### src/rtl/stack_alu_ctrl.sv
// Stack ALU sequencer: pops two operands, applies cmd_op, pushes the result (STACK_ALU_SATURATE_EN saturates overflowed results).
// Latency: 7 cycles acceptance-to-done on success, 1 on illegal/empty, 4 on second-operand underflow.
// Backpressure: cmd_ready is high only in IDLE; cmd_valid is ignored in every other state.
module stack_alu_ctrl #(
    parameter int DATA_LEN = 8
) (
    input  logic                clk,
    input  logic                rst,
    input  logic                cmd_valid,
    input  logic [2:0]          cmd_op,
    output logic                cmd_ready,
    output logic                stk_pop,
    output logic                stk_push,
    output logic [DATA_LEN-1:0] stk_data_in,
    input  logic [DATA_LEN-1:0] stk_data_out,
    input  logic                stk_empty,
    output logic                done,
    output logic [DATA_LEN-1:0] res_out,
    output logic                err,
    output logic                ovf
);

    localparam int WIDE = 2 * DATA_LEN;

    localparam logic [2:0] OP_ADD = 3'b000;
    localparam logic [2:0] OP_SUB = 3'b001;
    localparam logic [2:0] OP_AND = 3'b010;
    localparam logic [2:0] OP_OR  = 3'b011;
    localparam logic [2:0] OP_XOR = 3'b100;
    localparam logic [2:0] OP_MUL = 3'b101;

`ifdef STACK_ALU_SATURATE_EN
    localparam logic [DATA_LEN-1:0] SAT_MAX = {1'b0, {(DATA_LEN-1){1'b1}}};
    localparam logic [DATA_LEN-1:0] SAT_MIN = {1'b1, {(DATA_LEN-1){1'b0}}};
`endif

    typedef enum logic [3:0] {
        S_IDLE,
        S_POP1,
        S_RCV1,
        S_POP2,
        S_RCV2,
        S_EXEC,
        S_PUSH,
        S_RESTORE,
        S_DONE
    } state_t;

    state_t              r_state;
    logic [2:0]          r_op;
    logic [DATA_LEN-1:0] r_op1;
    logic [DATA_LEN-1:0] r_op2;
    logic [DATA_LEN-1:0] r_res;
    logic                r_res_ovf;
    logic                r_cmd_ready;
    logic                r_stk_pop;
    logic                r_stk_push;
    logic [DATA_LEN-1:0] r_stk_data_in;
    logic                r_done;
    logic [DATA_LEN-1:0] r_res_out;
    logic                r_err;
    logic                r_ovf;

    logic                w_legal;
    logic [WIDE-1:0]     w_a;
    logic [WIDE-1:0]     w_b;
    logic [WIDE-1:0]     w_wide;
    logic                w_arith;
    logic                w_ovf;
    logic [DATA_LEN-1:0] w_res;

    assign w_legal = (cmd_op <= OP_MUL);
    assign w_a     = {{DATA_LEN{r_op1[DATA_LEN-1]}}, r_op1};
    assign w_b     = {{DATA_LEN{r_op2[DATA_LEN-1]}}, r_op2};

    // Double-width arithmetic holds the exact ADD/SUB/MUL result, so overflow
    // is simply "the wide value is not the sign extension of its low half".
    always_comb begin
        w_wide  = '0;
        w_arith = 1'b0;
        w_res   = '0;
        case (r_op)
            OP_ADD: begin
                w_wide  = w_a + w_b;
                w_arith = 1'b1;
            end
            OP_SUB: begin
                w_wide  = w_a - w_b;
                w_arith = 1'b1;
            end
            OP_MUL: begin
                w_wide  = $signed(w_a) * $signed(w_b);
                w_arith = 1'b1;
            end
            OP_AND:  w_res = r_op1 & r_op2;
            OP_OR:   w_res = r_op1 | r_op2;
            OP_XOR:  w_res = r_op1 ^ r_op2;
            default: w_res = '0;
        endcase
        w_ovf = w_arith &&
                (w_wide != {{DATA_LEN{w_wide[DATA_LEN-1]}}, w_wide[DATA_LEN-1:0]});
        if (w_arith) begin
            w_res = w_wide[DATA_LEN-1:0];
        end
`ifdef STACK_ALU_SATURATE_EN
        if (w_ovf) begin
            w_res = w_wide[WIDE-1] ? SAT_MIN : SAT_MAX;
        end
`endif
    end

    always_ff @(posedge clk or posedge rst) begin
        if (rst) begin
            r_state       <= S_IDLE;
            r_op          <= '0;
            r_op1         <= '0;
            r_op2         <= '0;
            r_res         <= '0;
            r_res_ovf     <= 1'b0;
            r_cmd_ready   <= 1'b1;
            r_stk_pop     <= 1'b0;
            r_stk_push    <= 1'b0;
            r_stk_data_in <= '0;
            r_done        <= 1'b0;
            r_res_out     <= '0;
            r_err         <= 1'b0;
            r_ovf         <= 1'b0;
        end else begin
            // Strobes are decoded one state ahead so they are registered in their own state.
            r_stk_pop     <= 1'b0;
            r_stk_push    <= 1'b0;
            r_stk_data_in <= '0;
            r_done        <= 1'b0;
            r_err         <= 1'b0;
            r_ovf         <= 1'b0;
            case (r_state)
                S_IDLE: begin
                    if (cmd_valid) begin
                        r_op        <= cmd_op;
                        r_cmd_ready <= 1'b0;
                        if (!w_legal || stk_empty) begin
                            r_state <= S_DONE;
                            r_done  <= 1'b1;
                            r_err   <= 1'b1;
                        end else begin
                            r_state   <= S_POP1;
                            r_stk_pop <= 1'b1;
                        end
                    end
                end
                S_POP1: r_state <= S_RCV1;
                S_RCV1: begin
                    r_op1 <= stk_data_out;
                    if (!stk_empty) begin
                        r_state   <= S_POP2;
                        r_stk_pop <= 1'b1;
                    end else begin
                        r_state       <= S_RESTORE;
                        r_stk_push    <= 1'b1;
                        r_stk_data_in <= stk_data_out;
                    end
                end
                S_POP2: r_state <= S_RCV2;
                S_RCV2: begin
                    r_op2   <= stk_data_out;
                    r_state <= S_EXEC;
                end
                S_EXEC: begin
                    r_res         <= w_res;
                    r_res_ovf     <= w_ovf;
                    r_state       <= S_PUSH;
                    r_stk_push    <= 1'b1;
                    r_stk_data_in <= w_res;
                end
                S_PUSH: begin
                    r_state   <= S_DONE;
                    r_done    <= 1'b1;
                    r_ovf     <= r_res_ovf;
                    r_res_out <= r_res;
                end
                S_RESTORE: begin
                    r_state <= S_DONE;
                    r_done  <= 1'b1;
                    r_err   <= 1'b1;
                end
                S_DONE: begin
                    r_state     <= S_IDLE;
                    r_cmd_ready <= 1'b1;
                end
                default: begin
                    r_state     <= S_IDLE;
                    r_cmd_ready <= 1'b1;
                end
            endcase
        end
    end

    assign cmd_ready   = r_cmd_ready;
    assign stk_pop     = r_stk_pop;
    assign stk_push    = r_stk_push;
    assign stk_data_in = r_stk_data_in;
    assign done        = r_done;
    assign res_out     = r_res_out;
    assign err         = r_err;
    assign ovf         = r_ovf;

endmodule
### config.mk
export PLATFORM = sky130hd
export DESIGN_NAME = stack_alu_ctrl
export DESIGN_NICKNAME = d
export VERILOG_FILES = /design/src/rtl/stack_alu_ctrl.sv
export SDC_FILE = /design/constraint.sdc
export NUM_CORES = 1
export LEC_CHECK = 0
export CAP_MARGIN = 20
export CORE_UTILIZATION = 40
export DETAILED_ROUTE_END_ITERATION = 16
export PLACE_DENSITY = 0.59
export REMOVE_ABC_BUFFERS = 1
export SYNTH_ARGS = -nofsm -noshare
export SYNTH_HDL_FRONTEND = slang
export SYNTH_SLANG_ARGS = --single-unit
export TNS_END_PERCENT = 5
### constraint.sdc
create_clock -name clk -period 5.7 [get_ports clk]
set_input_delay 1.425 -clock clk [delete_from_list [all_inputs] [get_ports clk]]
set_output_delay 1.425 -clock clk [all_outputs]
set_load 0.005 [all_outputs]
==> results.py <==
metrics = {
    "outcome": {
        "status": "finished clean",
    },
    "grt": {
        "antenna_found_initial": 0,
        "grt_start_max_net_pins": 55,
        "grt_pass1_vias": 4725,
        "track_usage_pct": 21.21,
        "gr-total-overflow": 0,
        "grt_pass1_wl_mm": 24.53,
    },
    "detailed_routing": {
        "met3_wirelength_um": 786,
        "num_vias": 4730,
        "routedWlPerCell_um": 17.53,
        "final_antenna_net_count": 0,
        "wl_met2_mm": 6.898,
        "drt_first_pass_iters": 4,
        "wl_met1_mm": 7.159,
        "first_iter_violations": 279,
        "drc_errors": 0,
        "dr.max_layer_used": "met4",
        "vias_per_cell": 5.431,
        "routed_wl_mm": 15.27,
    },
    "worst_setup_path": {
        "max_stage_delay_ns": 0.71,
        "crit_fanout": 8,
        "worst_setup_path_end_kind": "register",
        "reg2reg_from": "r_op1[7]",
        "r2r_slack_ns": 0.35,
        "crit_slowest_cell": "fa_1",
        "r2r_cells": 16,
        "crit_path_cell_trace": "inv_1 > nor2_2 > fa_1 > inv_1 > fa_1 > fa_1 > fa_1 > inv_1 > ha_1 > a21oi_1 > o21ai_1 > o221ai_1 > o21bai_1 > xnor2_1 > o31a_2 > a311o_1",
        "crit_type": "register to register",
        "r2r-end": "r_res_ovf",
        "critPathRequiredTime_ns": 5.89,
        "start_kind": "register",
        "crit_path_frequent_cell": "fa_1",
        "cp.arrival_ns": 5.53,
        "crit_path_start": "r_op1[7]",
    },
    "sta": {
        "period_share_pct": 93.77,
        "rsz0062_at_grt": "no",
        "slew-limit-headroom_pct": 51.99,
        "min_period_ns": 5.345,
        "skew_ns": 0.009115,
        "hold_viol_final": 0,
        "finalSetupViolations": 0,
        "worst_slack_ns": 0.3548,
        "fmax_ghz": 0.1871,
        "finalSetupTns_ns": 0,
        "slew_violations": 0,
        "tightest_slew_ns": 0.7201,
    },
    "cts": {
        "cts_max_level": 2,
        "clkLatencyLatePin_ns": 0.30,
        "cts.repair.resized": 0,
        "cts_sinks": 54,
        "cts_buffers": 5,
        "cts_buffer_depth": 2,
        "cts_hold_buf": 0,
        "postCtsSetupBuffers": 0,
        "clockRootBuffer": "clkbuf_16",
        "clkTransAtPathRegs_ns": 0.08,
        "cts_tree": "yes",
    },
    "worst_hold_path": {
        "hold_start": "r_res[1]",
        "min_to": "r_res[1]",
        "hold_path.class": "register to register",
        "min_path_cells": 1,
    },
    "floorplan": {
        "start_util_pct": 41.55,
        "fp.dieW_um": 123.0,
        "die_h_um": 123.0,
        "io_pins": 37,
        "core_um2": 14100,
        "die_area_um2": 15130,
        "rows": 43,
    },
    "finish": {
        "layout_common_cells": "inv_1 (100), nand2_1 (78), fa_1 (57), ha_1 (54), dfrtp_1 (53)",
        "drive_gt1_share_pct": 6.512,
        "nNetsFinal": 816,
        "area_growth_pct": 12.63,
        "mostFrequentLayoutCell": "inv_1",
        "fill_cells": 1365,
        "diodes": 0,
    },
    "yosys": {
        "synth_ff_type": "dfrtp_1",
        "synth_cell_types": 66,
        "yosysSeqAreaShare_pct": 23.09,
        "synthArstFlopShare_pct": 100.0,
        "yosysWarnings": 0,
        "syn_area_per_cell_um2": 8.861,
        "netlist_area_um2": 5857,
        "synth_edf_count": 0,
        "netlist_instances": 661,
        "ys_ff_latch": 54,
    },
    "placement": {
        "place.gp.congestion": 0.9461,
        "hpwl_mm": 12.46,
        "io_buffer_count": 36,
        "place_ws_ns": 0.2522,
    },
    "job": {
        "cap_violations": 0,
    },
}
==> cell families after synthesis <==
| family | share of synthesized area, % |
|---|---|
| buffers and inverters | 8.374 |
| xor gates and xnor gates | 2.970 |
| muxes | 2.841 |
| DFF | 23.09 |
| AOI/OAI and AO/OA | 14.40 |
| adders and majority gates | 31.02 |
| and+or+nand+nor | 17.30 |
==> metal layers <==
metal	vias to the layer above	global-route usage (%)
met5	-	0
met2	127	32.41
met4	0	6.928
met3	18	4.151
li1	2244	-
met1	2341	30.09
==> sequential cells by signal, indices dropped and copies added, names as in the netlist <==
name	flops
r_op	3
ovf	1
cmd_ready	1
done	1
res_out	8
r_res	8
r_op2	8
err	1
stk_pop	1
r_state	4
stk_data_in	8
r_op1	8
stk_push	1
r_res_ovf	1
==> cells in the mapped netlist, types with 5 or more instances <==
cell      count  share of area (%)
nand3_1       6               0.51
and3_1        5               0.53
o211ai_1      6               0.77
and2_1        6               0.64
nor3_1       13                1.1
fa_1         57                 19
a21o_1        9                1.2
nor3b_1       5               0.64
dfrtp_1      53                 23
nand2b_1      8               0.85
nor2_1       50                3.2
o21ai_1       9               0.77
inv_1       101                6.5
nor2b_1      10                1.1
nand2_1      78                5.0
buf_2         5               0.43
a21oi_1      22                1.9
a211oi_1      8                1.0
mux2_2       11                2.1
clkbuf_1     16                1.0
o21ai_0      23                2.0
xnor2_1      15                2.2
a22oi_1       6               0.77
ha_1         54                 12
==> worst max-delay path: cells and delay by family, from the launching register on <==
| kind | cells | cell delay [ns] |
|---|---|---|
| AOI/OAI and AO/OA | 6 | 1.40 |
| xor gates and xnor gates | 1 | 0.12 |
| adders and majority gates | 5 | 2.68 |
| buffers and inverters | 3 | 0.45 |
| DFF | 1 | 0.46 |
| and+or+nand+nor | 1 | 0.13 |
==> worst max path at each step <==
stage          slack (ns)  cells after the start         to
3_3_place_gp         0.32                     18  r_res_ovf
2_1_floorplan        0.79                     16  r_res_ovf
3_5_place_dp         0.25                     16  r_res_ovf
5_1_grt             0.008                     17  r_res_ovf
4_1_cts              0.22                     16  r_res_ovf
6_report             0.35                     16  r_res_ovf
==> layout make-up <==
class | count | area [um2] | area share (%)
repair buffers | 44 | 420.4 | 6.373
clock inverters | 2 | 37.54 | 0.5690
flip-flops and latches | 54 | 1353 | 20.50
clock buffers | 6 | 128.9 | 1.954
inverters | 106 | 397.9 | 6.032
multi-input cells | 479 | 4034 | 61.15
well taps | 180 | 225.2 | 3.414
==> stage by stage <==
step | instance area (um2) | hold WS [ns] | util, % | cells
floorplan | 5764 | 0.4403 | - | 639
global placement | 6422 | 0.4606 | 45.56 | 863
detailed placement | 6422 | 0.4654 | 45.56 | 863
CTS | 6589 | 0.4811 | 46.74 | 871
global route | 6596 | 0.5015 | 46.80 | 871
finish | 6596 | 0.4804 | 46.80 | 871
Power is left out: the tool's default activity adds up to more than one toggle a clock period on the data nets, which glitch-free logic cannot reach.
